`config.mk`:
```
export PLATFORM = sky130hd
export DESIGN_NAME = spi_frame_sequencer
export DESIGN_NICKNAME = d
export VERILOG_FILES = /design/src/rtl/spi_seq_pkg.sv /design/src/rtl/spi_frame_sequencer_sync_2ff.sv /design/src/rtl/spi_frame_sequencer.sv
export SDC_FILE = /design/constraint.sdc
export NUM_CORES = 1
export LEC_CHECK = 0
export ABC_AREA = 1
export BUFFER_PORTS_ARGS = -buffer_cell sky130_fd_sc_hd__buf_2
export CAP_MARGIN = 30
export CELL_PAD_IN_SITES_DETAIL_PLACEMENT = 1
export CELL_PAD_IN_SITES_GLOBAL_PLACEMENT = 1
export CORE_MARGIN = 3
export CORE_UTILIZATION = 36
export CTS_CLUSTER_SIZE = 30
export DETAILED_ROUTE_END_ITERATION = 7
export PLACE_DENSITY_LB_ADDON = 0.25
export RECOVER_POWER = 50
export SYNTH_ARGS = -nofsm -noshare
export SYNTH_HDL_FRONTEND = slang
export SYNTH_HIERARCHICAL = 1
export SYNTH_SLANG_ARGS = --single-unit
```
`constraint.sdc`:
```
create_clock -name clk_in -period 1.6 [get_ports clk_in]
set_clock_uncertainty 0.2 [all_clocks]
set_input_delay 0.48 -clock clk_in [delete_from_list [all_inputs] [get_ports clk_in]]
set_output_delay 0.48 -clock clk_in [all_outputs]
set_load 0.1 [all_outputs]
```
`src/rtl/spi_seq_pkg.sv`:
```
// spi_seq_pkg
//   Shared types and constants for the SPI frame sequencer.
//   seq_state_t    : sequencer FSM state encoding
//   CS_SYNC_STAGES : flop depth of the chip-select synchronizer
package spi_seq_pkg;

    typedef enum logic [1:0] {
        IDLE  = 2'd0,
        RECV  = 2'd1,
        DRAIN = 2'd2
    } seq_state_t;

    localparam int CS_SYNC_STAGES = 2;

endpackage

```
`src/rtl/spi_frame_sequencer_sync_2ff.sv`:
```
// sync_2ff
//   Single-bit multi-flop synchronizer with asynchronous active-low reset.
//   Used to bring the SPI chip-select into the system clock domain.
//   Ports:
//     clk   in   destination clock
//     rst_n in   asynchronous active-low reset
//     d     in   asynchronous input
//     q     out  synchronized output
//   RESET_VAL sets the value the chain holds in reset, so an idle-high
//   input does not produce a spurious edge when reset releases.
module sync_2ff
    import spi_seq_pkg::*;
#(
    parameter logic RESET_VAL = 1'b0
) (
    input  logic clk,
    input  logic rst_n,
    input  logic d,
    output logic q
);

    logic [CS_SYNC_STAGES-1:0] stage;

    always_ff @(posedge clk or negedge rst_n) begin
        if (!rst_n) begin
            stage <= {CS_SYNC_STAGES{RESET_VAL}};
        end else begin
            stage <= {stage[CS_SYNC_STAGES-2:0], d};
        end
    end

    assign q = stage[CS_SYNC_STAGES-1];

endmodule

```
`src/rtl/spi_frame_sequencer.sv`:
```
// spi_frame_sequencer
//   Collects words from the SPI word receiver into pixels and writes them to a
//   ping-pong frame buffer. A frame is one chip-select low window; frames that
//   end early or carry extra words are flagged on frame_err_out.
//
//   Optional feature macro: SPI_SEQ_CHECKSUM_EN adds checksum_out, the 16-bit
//   wrapping sum of all words written in the last completed frame.
//
//   Ports:
//     clk_in          in   system clock
//     rst_n_in        in   asynchronous active-low reset
//     word_in         in   received word, line 0 in the MSBs
//     word_valid_in   in   single-cycle strobe qualifying word_in
//     chip_sel_in     in   SPI chip-select, active low, asynchronous
//     wr_addr_out     out  BRAM write address within the current buffer
//     wr_data_out     out  assembled pixel
//     wr_en_out       out  BRAM write strobe
//     buf_sel_out     out  buffer being written; the display reads the other
//     frame_done_out  out  pulse, complete frame committed
//     frame_err_out   out  pulse, short or overlong frame
//     busy_out        out  high while receiving a frame
//     checksum_out    out  (SPI_SEQ_CHECKSUM_EN only) per-frame word sum
//
//   state | meaning
//   ------+----------------------------------------------------------
//   IDLE  | waiting for chip-select to fall; words ignored
//   RECV  | packing words into pixels and writing them out
//   DRAIN | frame complete, waiting for chip-select to rise
module spi_frame_sequencer
    import spi_seq_pkg::*;
#(
    parameter int DATA_WIDTH      = 8,
    parameter int LINES           = 2,
    parameter int WORDS_PER_PIXEL = 1,
    parameter int H_PIXELS        = 320,
    parameter int V_PIXELS        = 180,
    localparam int FRAME_PIXELS   = H_PIXELS * V_PIXELS,
    localparam int WORD_W         = LINES * DATA_WIDTH,
    localparam int PIX_W          = WORDS_PER_PIXEL * WORD_W,
    localparam int ADDR_W         = $clog2(FRAME_PIXELS)
) (
    input  logic              clk_in,
    input  logic              rst_n_in,
    input  logic [WORD_W-1:0] word_in,
    input  logic              word_valid_in,
    input  logic              chip_sel_in,
    output logic [ADDR_W-1:0] wr_addr_out,
    output logic [PIX_W-1:0]  wr_data_out,
    output logic              wr_en_out,
    output logic              buf_sel_out,
    output logic              frame_done_out,
    output logic              frame_err_out,
    output logic              busy_out
`ifdef SPI_SEQ_CHECKSUM_EN
    ,
    output logic [15:0]       checksum_out
`endif
);

    localparam int WC_W = (WORDS_PER_PIXEL > 1) ? $clog2(WORDS_PER_PIXEL) : 1;

    logic cs_sync;
    logic cs_prev;
    logic cs_fall;
    logic cs_rise;

    seq_state_t state_q;
    seq_state_t state_d;

    logic [WC_W-1:0]   word_cnt;
    logic [ADDR_W-1:0] pix_cnt;
    logic [PIX_W-1:0]  pixel_q;
    logic [PIX_W-1:0]  pix_next;
    logic              done_pend;
    logic              drain_err_seen;

    logic word_rx;
    logic pixel_done;
    logic frame_last;
    logic start_frame;
    logic err_short;
    logic err_drain;

    // Idle CS is high, so the synchronizer and edge register reset high to
    // avoid a false edge at reset release.
    sync_2ff #(
        .RESET_VAL (1'b1)
    ) u_cs_sync (
        .clk   (clk_in),
        .rst_n (rst_n_in),
        .d     (chip_sel_in),
        .q     (cs_sync)
    );

    assign cs_fall = cs_prev & ~cs_sync;
    assign cs_rise = ~cs_prev & cs_sync;

    // First word lands in the MSBs; for a single-word pixel the shift
    // clears the (always zero) register entirely.
    assign pix_next = (pixel_q << WORD_W) | PIX_W'(word_in);

    assign busy_out = (state_q == RECV);

    always_comb begin
        word_rx     = (state_q == RECV) && word_valid_in;
        pixel_done  = word_rx && (word_cnt == WC_W'(WORDS_PER_PIXEL - 1));
        frame_last  = pixel_done && (pix_cnt == ADDR_W'(FRAME_PIXELS - 1));
        start_frame = (state_q == IDLE) && cs_fall;
        // The word in a CS-rise cycle is handled first, so a rise that
        // coincides with the final word is a completed frame, not an error.
        err_short   = (state_q == RECV) && cs_rise && !frame_last;
        err_drain   = (state_q == DRAIN) && word_valid_in && !drain_err_seen;

        state_d = state_q;
        case (state_q)
            IDLE: begin
                if (cs_fall) begin
                    state_d = RECV;
                end
            end
            RECV: begin
                if (frame_last) begin
                    // CS already back high: nothing left to drain.
                    state_d = cs_rise ? IDLE : DRAIN;
                end else if (cs_rise) begin
                    state_d = IDLE;
                end
            end
            DRAIN: begin
                if (cs_rise) begin
                    state_d = IDLE;
                end
            end
            default: state_d = IDLE;
        endcase
    end

    always_ff @(posedge clk_in or negedge rst_n_in) begin
        if (!rst_n_in) begin
            state_q <= IDLE;
        end else begin
            state_q <= state_d;
        end
    end

    always_ff @(posedge clk_in or negedge rst_n_in) begin
        if (!rst_n_in) begin
            cs_prev        <= 1'b1;
            word_cnt       <= '0;
            pix_cnt        <= '0;
            pixel_q        <= '0;
            done_pend      <= 1'b0;
            drain_err_seen <= 1'b0;
            wr_addr_out    <= '0;
            wr_data_out    <= '0;
            wr_en_out      <= 1'b0;
            buf_sel_out    <= 1'b0;
            frame_done_out <= 1'b0;
            frame_err_out  <= 1'b0;
        end else begin
            cs_prev        <= cs_sync;
            wr_en_out      <= 1'b0;
            frame_done_out <= 1'b0;
            frame_err_out  <= 1'b0;
            done_pend      <= 1'b0;

            if (start_frame) begin
                word_cnt       <= '0;
                pix_cnt        <= '0;
                pixel_q        <= '0;
                drain_err_seen <= 1'b0;
            end

            if (word_rx) begin
                if (pixel_done) begin
                    wr_en_out   <= 1'b1;
                    wr_data_out <= pix_next;
                    wr_addr_out <= pix_cnt;
                    word_cnt    <= '0;
                    pixel_q     <= '0;
                    if (frame_last) begin
                        pix_cnt   <= '0;
                        done_pend <= 1'b1;
                    end else begin
                        pix_cnt <= pix_cnt + ADDR_W'(1);
                    end
                end else begin
                    pixel_q  <= pix_next;
                    word_cnt <= word_cnt + WC_W'(1);
                end
            end

            if (err_short) begin
                frame_err_out <= 1'b1;
                pixel_q       <= '0;
                word_cnt      <= '0;
            end

            if (err_drain) begin
                frame_err_out  <= 1'b1;
                drain_err_seen <= 1'b1;
            end

            // Done and the buffer swap land one cycle after the last write.
            if (done_pend) begin
                frame_done_out <= 1'b1;
                buf_sel_out    <= ~buf_sel_out;
            end
        end
    end

`ifdef SPI_SEQ_CHECKSUM_EN
    logic [15:0] csum_acc;
    logic [15:0] csum_pix;

    // Words of a pixel are held aside until that pixel is written, so a
    // discarded partial pixel never reaches the frame sum.
    always_ff @(posedge clk_in or negedge rst_n_in) begin
        if (!rst_n_in) begin
            csum_acc     <= '0;
            csum_pix     <= '0;
            checksum_out <= '0;
        end else begin
            if (start_frame) begin
                csum_acc <= '0;
                csum_pix <= '0;
            end
            if (word_rx) begin
                if (pixel_done) begin
                    csum_acc <= csum_acc + csum_pix + 16'(word_in);
                    csum_pix <= '0;
                end else begin
                    csum_pix <= csum_pix + 16'(word_in);
                end
            end
            if (err_short) begin
                csum_pix <= '0;
            end
            if (done_pend) begin
                checksum_out <= csum_acc;
            end
        end
    end
`endif

endmodule

```
# --- After elaboration in Yosys (flattened, before gate mapping) ---
# Index checks and enable logic that the tools add are counted.
# Widths: inputs -> output; s select.
classes:
  muxes: 22
  bitwise_logic: 6
  n_eq_ne: 4
  add_sub_neg: 2
  n_reduce_logical: 14
ops:
  columns: ["operator", "n"]
  rows:
  - ["$mux 16", 4]
  - ["$add 16x1->16 const B", 1]
  - ["$eq 16x16->1 const B", 1]
  - ["$mux 1", 13]
  - ["$logic_and 1x1->1", 8]
  - ["$mux 2", 4]
  - ["$pmux 2 s3", 1]
  - ["$not 1->1", 4]
  - ["$reduce_bool 3->1", 1]
  - ["$and 1x1->1", 2]
  - ["$eq 2x1->1 const B", 1]
  - ["$eq 2x2->1 const B", 1]
  - ["$logic_not 1->1", 2]
  - ["$logic_not 2->1", 1]
  - ["$ne 2x2->1 const B", 1]
  - ["$reduce_and 2->1", 1]
  - ["$reduce_bool 2->1", 1]
  - ["$add 1x1->1 const B", 1]
word_totals:
  elab_cells: 61
  out_inout_bits: 37
  inputBits: 20
  register_bits: 60

# --- Longest topological paths before layout ---
# Gate-level depths: netlist of run 1.
depth:
  ltp_word: 8
  mapped_depth: 8
  ltp_nobuf: 8

# --- By module ---
# The synthesis of run 1 kept the hierarchy.
modules_own_cells:
  columns: ["module", "instances", "seq_area_each_um2", "cells_per_inst", "area_per_inst_um2"]
  rows:
  - ["spi_frame_sequencer", 1, 1452.6, 314, 2652.5]
  - ["sync_2ff", 1, 52.6, 2, 52.6]

# --- Worst setup path before layout of run 1 ---
# OpenSTA, ideal clock, no wires.
synth_path:
  path_type: "flip-flop to flip-flop"
  start: "reg state_q[0]"
  end: "reg pix_cnt[3]"
  path_stages_with_launch: 9
  setup_ps: 120
  t_arrival_ps: 1560
  period_less_slack_ps: 1880
  slack_ps: -280
  required_ps: 1280
  n_path_buf: 1
  path_cell_list: "dfrtp_1 -> inv_2 -> nor2_4 -> nand3_2 -> buf_6 -> nand2_4 -> inv_1 -> nor2_2 -> nor2_1"
synth_between:
  elab_chain_cells: 7
  elab_cells_between_ends: 10
  classes_between: "eq/ne (1); mux (4); reduce/logical (5)"
synth_lines:
  columns: ["element", "line_no", "source"]
  rows:
  - ["from (decl)", "spi_frame_sequencer.sv:67", "seq_state_t state_q;"]
  - ["from (signal assigned)", "spi_frame_sequencer.sv:142", "state_q <= state_d;"]
  - ["$eq 2x1->1 *", null, null]
  - ["net busy_out", "spi_frame_sequencer.sv:53", "output logic busy_out"]
  - ["$logic_and 1x1->1 *", "spi_frame_sequencer.sv:105", "word_rx = (state_q == RECV) && word_valid_in;"]
  - ["$logic_and 1x1->1", "spi_frame_sequencer.sv:106", "pixel_done = word_rx && (word_cnt == WC_W'(WORDS_PER_PIXEL - 1));"]
  - ["$logic_and 1x1->1", "spi_frame_sequencer.sv:107", "frame_last = pixel_done && (pix_cnt == ADDR_W'(FRAME_PIXELS - 1));"]
  - ["$mux 16", "spi_frame_sequencer.sv:181", "if (frame_last) begin"]
  - ["$mux 16", "spi_frame_sequencer.sv:175", "if (pixel_done) begin"]
  - ["$mux 16 *", "spi_frame_sequencer.sv:174", "if (word_rx) begin"]
  - ["to (signal assigned)", "spi_frame_sequencer.sv:185", "pix_cnt <= pix_cnt + ADDR_W'(1);"]
  - ["to (decl)", "spi_frame_sequencer.sv:71", "logic [ADDR_W-1:0] pix_cnt;"]
# Mark *: on every way through the listed nets, which the timed path passes. The rest lies on a longest branch.
# A chain may end at the register's enable or synchronous reset.

# --- Worst setup path in the final report of run 1 ---
layout_path:
  start: "reg state_q[1]"
  end: "out busy_out"
layout_between:
  elab_chain_cells: 1
layout_lines:
  columns: ["element", "line_no", "source"]
  rows:
  - ["$eq 2x1->1", "spi_frame_sequencer.sv:102", "assign busy_out = (state_q == RECV);"]
  - ["to (decl)", "spi_frame_sequencer.sv:53", null]
# Every way passes these cells.

==> summary.txt, run 1 <==
Setup path
  – Crit-path cells: nor2_4 -> buf_12
  – Critical Path Max Stage Delay: 0.45 ns
  – R2r setup slk: -0.24 ns
  – CP Class: flip-flop to output port
  – Setup crit end kind: output port
  – Startpoint Class: flip-flop
  – Slowest CP cell: dfrtp_2
  – CP required: 0.92 ns
  – WP buf/inv: 1
  – Crit path max fanout: 4
  – Data arrival, critical path: 1.16 ns
  – CP top delay family: flip-flops

Logic synthesis
  – Post-synth top area share: 52.7%
  – Synth cell types: 30
  – Syn Std Cell Area: 2710 um2
  – Synthesized Nets: 337
  – Seq cells post-synth: 60
  – Syn Inst Count: 316
  – Synth Area per Inst: 8.56 um2
  – Cell accounting for the most synthesized area: dfrtp_1
  – Top post-synthesis cells by area: dfrtp_1 (53%), nand2_1 (16%), nor2_1 (4.4%), inv_1 (3.7%), dfstp_2 (2.9%)
  – Seq/Total Area, Yosys: 55.6%
  – Syn. warnings: 6

Drt
  – Total wire length: 12900 um
  – 1st-pass router iterations: 4
  – Vias: 2891
  – Antenna-violating nets left: 0
  – Vias/cell: 5.34
  – Routed WL per cell: 23.8 um
  – DR DRC count: 0
  – Initial DRC Count: 182

Clock network
  – CTS Sinks: 60
  – CTS root buf: clkbuf_8
  – CTS Buffer Depth: 2
  – Reg clk slew, reported paths: 0.07 ns
  – Clk_lat worst skew: 0.35 ns
  – # H-tree levels: 3
  – CTS tree: yes
  – CTS Buf Count: 9

Power
  – Pwr per Cell Area: 1410 nW/um2
  – Switching power: 3.01 mW
  – Internal power: 3.89 mW
  – Comb pwr share: 49.2%
  – Sw Ratio: 43.6%
  – Seq pwr share: 29.6%
  – Power share of the clock group: 21.2%
  – Max VDD drop: 752 uV
  – Lkg Pwr: 2.31 nW

Global routing
  – Met3 global-route usage: 4.47%
  – First-pass GRT wire length: 14900 um
  – Busiest grt layer: met2
  – Largest net degree at the start of global routing: 30
  – Met2 global-route usage: 39.6%
  – Met1 Use GR: 24.9%
  – Total Routing Usage GR: 22.4%
  – GRT overflow: 0
  – Initial antenna violation count: 0
  – Vias in the first global route: 3020

Timing
  – Fmax: 0.542 GHz
  – Slew headroom: 41.9%
  – RSZ-0062 raised after global routing: true
  – Final Hold Viols: 0
  – Worst Tran Pin Value: 0.872 ns
  – Final max-slew violation count: 0
  – Final Worst Setup Slack: -0.244 ns
  – Final setup violation count: 116
  – Minimum clock period: 1.84 ns
  – Final period utilization: 115%

Run status
  – Status: complete, but fails checks
  – Violated checks: negative setup slack

Floorplan
  – FP Rows: 30
  – Die Wd: 92.7 um
  – Vert. Die Dim: 92.7 um
  – CORE AREA: 7020 um2
  – Initial Util: 38.5%
  – Die Area: 8590 um2
  – I/O Pins: 57

Min path
  – Hold Crit Class: input port to flip-flop

Place
  – Port Buffers: 56
  – GPL Wtd Cong: 0.858
  – Detailed Place HPWL: 5550 um
  – Placed cells: 486

Run
  – Max cap viols: 0

Layout
  – Layout Nets: 462
  – Ant diodes: 0
  – Layout Cells excl Fill: 541
  – Fillers: 719
  – Share of cells above drive strength 1: 57.5%
  – Util after Layout: 69.9%
  – Layout area overhead: 81.4%
==> stage by stage <==
stage / hold WS, ns / worst slack [ns] / power, mW / area, um2 / TNS (ns)
detailed placement: 0.150 / -0.119 / 4.58 / 3850 / -2.38
finish: 0.0256 / -0.244 / 6.90 / 4910 / -6.87
global placement: 0.147 / -0.0605 / 4.52 / 3850 / -0.579
global route: 0.0128 / -0.311 / 7.09 / 4910 / -13.32
CTS: 0.0117 / -0.208 / 6.23 / 4370 / -4.60
floorplan: -0.0156 / -0.271 / 3.50 / 2720 / -11.28
==> power by group through the flow <==
stage	logic, mW	registers [mW]	clock network (mW)
2_1_floorplan	0.423	3.08	0
3_3_place_gp	2.56	1.96	0
3_5_place_dp	2.60	1.98	0
4_1_cts	2.82	1.96	1.46
5_1_grt	3.49	2.05	1.55
6_report	3.39	2.04	1.46
==> flip-flops by register name, summed over array words and instances (netlist names) <==
name and count:
u_cs_sync/stage 2, word_cnt 1, wr_en_out 1, wr_data_out 16, pix_cnt 16, done_pend 1, drain_err_seen 1, frame_done_out 1
buf_sel_out 1, frame_err_out 1, state_q 2, cs_prev 1, wr_addr_out 16
==> synthesized netlist by cell type <==
cell	number
buf_2	3
nand2_2	1
nor3_2	1
nor2_2	3
o21ai_1	8
dfrtp_1	57
o21ai_0	15
inv_1	27
nand3_1	12
nor3_1	3
clkbuf_1	1
nor2_1	32
dfstp_2	3
nand3_2	3
buf_4	1
ha_1	1
nand4_1	2
and2_2	1
nand2_4	2
xnor2_1	1
a21oi_1	2
nor2_4	4
inv_2	1
o22ai_2	1
a22oi_1	2
nand2_1	118
buf_6	4
xor2_1	4
or2_2	1
a21oi_2	2
==> metal layers <==
metal	share of wire (%)	up-vias	wire, um
met5	0	-	0
met4	3.8	0	491
met3	5.0	41	644
met2	53	127	6880
met1	38	1479	4870
li1	-	1244	-
==> path summary, 6_finish.rpt <==
check | start | to | cells past startpoint
hold reg to reg | u_cs_sync/stage[0] | u_cs_sync/stage[1] | 0
min in group asynchronous | rst_n_in | wr_addr_out[6] | 2
setup / recovery | state_q[1] | busy_out | 2
setup reg to reg | pix_cnt[5] | pix_cnt[13] | 6
hold / removal | chip_sel_in | u_cs_sync/stage[0] | 1
max in group asynchronous | rst_n_in | cs_prev | 3
==> layout by cell type, fill, tap and decap left out, types with 12 or more instances in the layout <==
cell       n
buf_4     46
clkbuf_8  12
nand2_1   69
nor2_1    23
buf_2     18
inv_1     23
buf_12    42
o21ai_1   12
dfrtp_1   39
dfrtp_2   18
nand2_2   30
nand2_4   22
==> what timing repair did <==
| action | 4_1_cts | 5_1_grt |
|---|---|---|
| buffers inserted | 19 | 19 |
| hold endpoints to repair | 10 | 0 |
| setup endpoints to repair | 69 | 91 |
| gates cloned | 3 | 4 |
| hold buffers | 1 | 0 |
| resized for setup | 27 | 128 |
| pin swaps | 7 | 37 |
==> area by class of cell <==
class	count	area, um2	area share [%]
clock buffers	14	173	3.52
clock inverters	1	30.0	0.612
inverters	28	108	2.19
multi-input cells	221	1460	29.8
flip-flops and latches	60	1530	31.1
well taps	96	120	2.45
repair buffers	121	1490	30.3
==> cells by family (layout without fill, tap and decap cells) <==
kind of cell | after synthesis | in the layout | share of synthesized area [%]
adders and majority gates | 1 | 1 | 0.462
buffers and inverters | 37 | 164 | 6.52
xor gates and xnor gates | 5 | 5 | 1.62
DFF | 60 | 60 | 55.6
and+or+nand+nor | 183 | 185 | 29.5
AOI/OAI and AO/OA | 30 | 30 | 6.29
Note: power is estimated with default switching activity, not from simulation.
==> run 2: changes to the inputs <==
--- a/config.mk
+++ b/config.mk
@@ -10,12 +10,12 @@
 export CAP_MARGIN = 30
 export CELL_PAD_IN_SITES_DETAIL_PLACEMENT = 1
 export CELL_PAD_IN_SITES_GLOBAL_PLACEMENT = 1
-export CORE_MARGIN = 3
 export CORE_UTILIZATION = 36
 export CTS_CLUSTER_SIZE = 30
 export DETAILED_ROUTE_END_ITERATION = 7
 export PLACE_DENSITY_LB_ADDON = 0.25
 export RECOVER_POWER = 50
+export SETUP_SLACK_MARGIN = 0.3
 export SYNTH_ARGS = -nofsm -noshare
 export SYNTH_HDL_FRONTEND = slang
 export SYNTH_HIERARCHICAL = 1
==> run 2 against run 1 <==
Wire length decreased by 23%; the run still ends with negative setup slack left; critical endpoint is now pix_cnt[11]; worst setup slack worse by 0.026 ns; combinational power decreased by 13%; largest cell class unchanged.
==> summary.txt, run 2 (synthesized netlist as in run 1, its figures left out) <==
Layout
  – Biggest regs: pix_cnt x16, wr_addr_out x16, wr_data_out x16
  – Layout Nets: 451
  – Most common cell after layout, fill and taps aside: nand2_1
  – Commonest cells after routing, fill and taps aside: nand2_1 (105), buf_12 (44), dfrtp_4 (36)
  – Util after Layout: 65.1%
  – Layout area overhead: 74.4%
  – Fillers: 773
  – Ant diodes: 0
  – Share of cells above drive strength 1: 51.5%

Global routing
  – Met3 global-route usage: 6.16%
  – Met2 global-route usage: 43.1%
  – Met1 Use GR: 27.0%
  – Initial antenna violation count: 0
  – Largest net degree at the start of global routing: 61
  – Total Routing Usage GR: 24.1%
  – First-pass GRT wire length: 13800 um
  – GRT overflow: 0
  – Vias in the first global route: 2755
  – Busiest grt layer: met2

Setup path
  – CP required: 1.67 ns
  – CP Class: flip-flop to flip-flop
  – R2r setup slk: -0.27 ns
  – Startpoint Class: flip-flop
  – Crit path max fanout: 4
  – Slowest CP cell: dfrtp_1
  – Critical path's most frequent cell: nand2_1
  – Critical Path Max Stage Delay: 0.50 ns
  – FF-to-FF End: pix_cnt[11]
  – Reg2reg path depth: 6
  – Worst flop-to-flop path startpoint: pix_cnt[3]
  – Crit-path cells: nand2_1 -> nor2_1 -> nand2_1 -> nor2_1 -> nand2_1 -> a22oi_2
  – CP top delay family: simple AND/OR/NAND/NOR gates
  – Data arrival, critical path: 1.94 ns
  – WP buf/inv: 0
  – Setup crit end kind: flip-flop

Run
  – Max cap viols: 0

Clock network
  – CTS Buf Count: 9
  – CTS root buf: clkbuf_8
  – Clk_lat worst skew: 0.35 ns
  – CTS tree: yes
  – CTS Buffer Depth: 2
  – CTS Sinks: 60
  – Reg clk slew, reported paths: 0.07 ns
  – # H-tree levels: 3

Min path
  – Hold wc startpoint: chip_sel_in
  – Hold Path Depth: 1
  – Hold Crit Class: input port to flip-flop
  – WHS Endpoint: u_cs_sync/stage[0]

Place
  – Detailed Place HPWL: 5210 um
  – Port Buffers: 56
  – GPL Wtd Cong: 0.836

Drt
  – Antenna-violating nets left: 0
  – Vias/cell: 4.97
  – Routed WL per cell: 18.6 um
  – DR DRC count: 0
  – Total wire length: 9920 um
  – Vias: 2656
  – Initial DRC Count: 206
  – 1st-pass router iterations: 4

Timing
  – Final Worst Setup Slack: -0.270 ns
  – Slew headroom: 62.0%
  – Minimum clock period: 1.87 ns
  – Final period utilization: 117%
  – Fmax: 0.535 GHz
  – Final setup violation count: 90
  – Final Hold Viols: 0
  – RSZ-0062 raised after global routing: true
  – Worst Tran Pin Value: 0.570 ns
  – Final max-slew violation count: 0

Run status
  – Status: complete, but fails checks
  – Violated checks: negative setup slack

Floorplan
  – CORE AREA: 7250 um2
  – FP Rows: 31
  – Vert. Die Dim: 88.7 um
  – I/O Pins: 57
  – Die Area: 7870 um2
  – Initial Util: 37.3%
  – Die Wd: 88.7 um

Power
  – Pwr per Cell Area: 1330 nW/um2
  – Lkg Pwr: 2.13 nW
  – Tot Pwr: 6.25 mW
  – Max VDD drop: 898 uV
[run 2: repair_timing]
item,4_1_cts,5_1_grt
endpoints found under the hold margin,57,0
pin swaps,5,11
endpoints found under the setup margin,92,92
hold buffers,1,0
gates cloned,3,1
buffers inserted,13,14
gates resized for setup,32,39
[run 2: power breakdown]
part           switching, mW  leakage (nW)  internal (mW)  total (mW)
sequential             0.243         0.733           1.84        2.08
clock                  0.630        0.0824          0.599        1.23
combinational           1.84          1.31           1.10        2.95
[run 2: worst max path at each step]
stage	start	end	cells after the start
finish	pix_cnt[3]	pix_cnt[11]	6
floorplan	state_q[0]	pix_cnt[11]	7
detailed placement	pix_cnt[1]	pix_cnt[14]	7
global route	pix_cnt[3]	pix_cnt[11]	6
global placement	word_valid_in	pix_cnt[7]	7
CTS	state_q[0]	busy_out	3
[run 2: cell type report]
cell class	instances	area (um2)	share of cell area, %
Timing Repair Buffer	111	1440	30.5
Inverter	28	113	2.39
Multi-Input combinational cell	220	1230	26.1
Sequential cell	60	1640	34.8
Clock buffer	12	145	3.08
Clock inverter	4	25.0	0.530
Tap cell	99	124	2.63
[run 2: routing by layer]
layer / part of all wire [%] / vias up / wire length, um
met4: 2.7 / 0 / 270
met5: 0 / - / 0
li1: - / 1208 / -
met3: 4.6 / 26 / 456
met2: 52 / 92 / 5180
met1: 40 / 1330 / 4010
[run 2: metrics by stage]
stage	cell area (um2)	setup WS (ns)	instances	hold WS [ns]	setup TNS, ns
finish	4720	-0.270	534	0.0226	-9.39
global route	4720	-0.358	534	0.0137	-13.96
CTS	4440	-0.223	519	0.00630	-5.70
detailed placement	3980	-0.0165	486	0.147	-0.0371
global placement	3980	0.0230	486	0.146	0
floorplan	2860	-0.271	316	-0.0156	-10.78
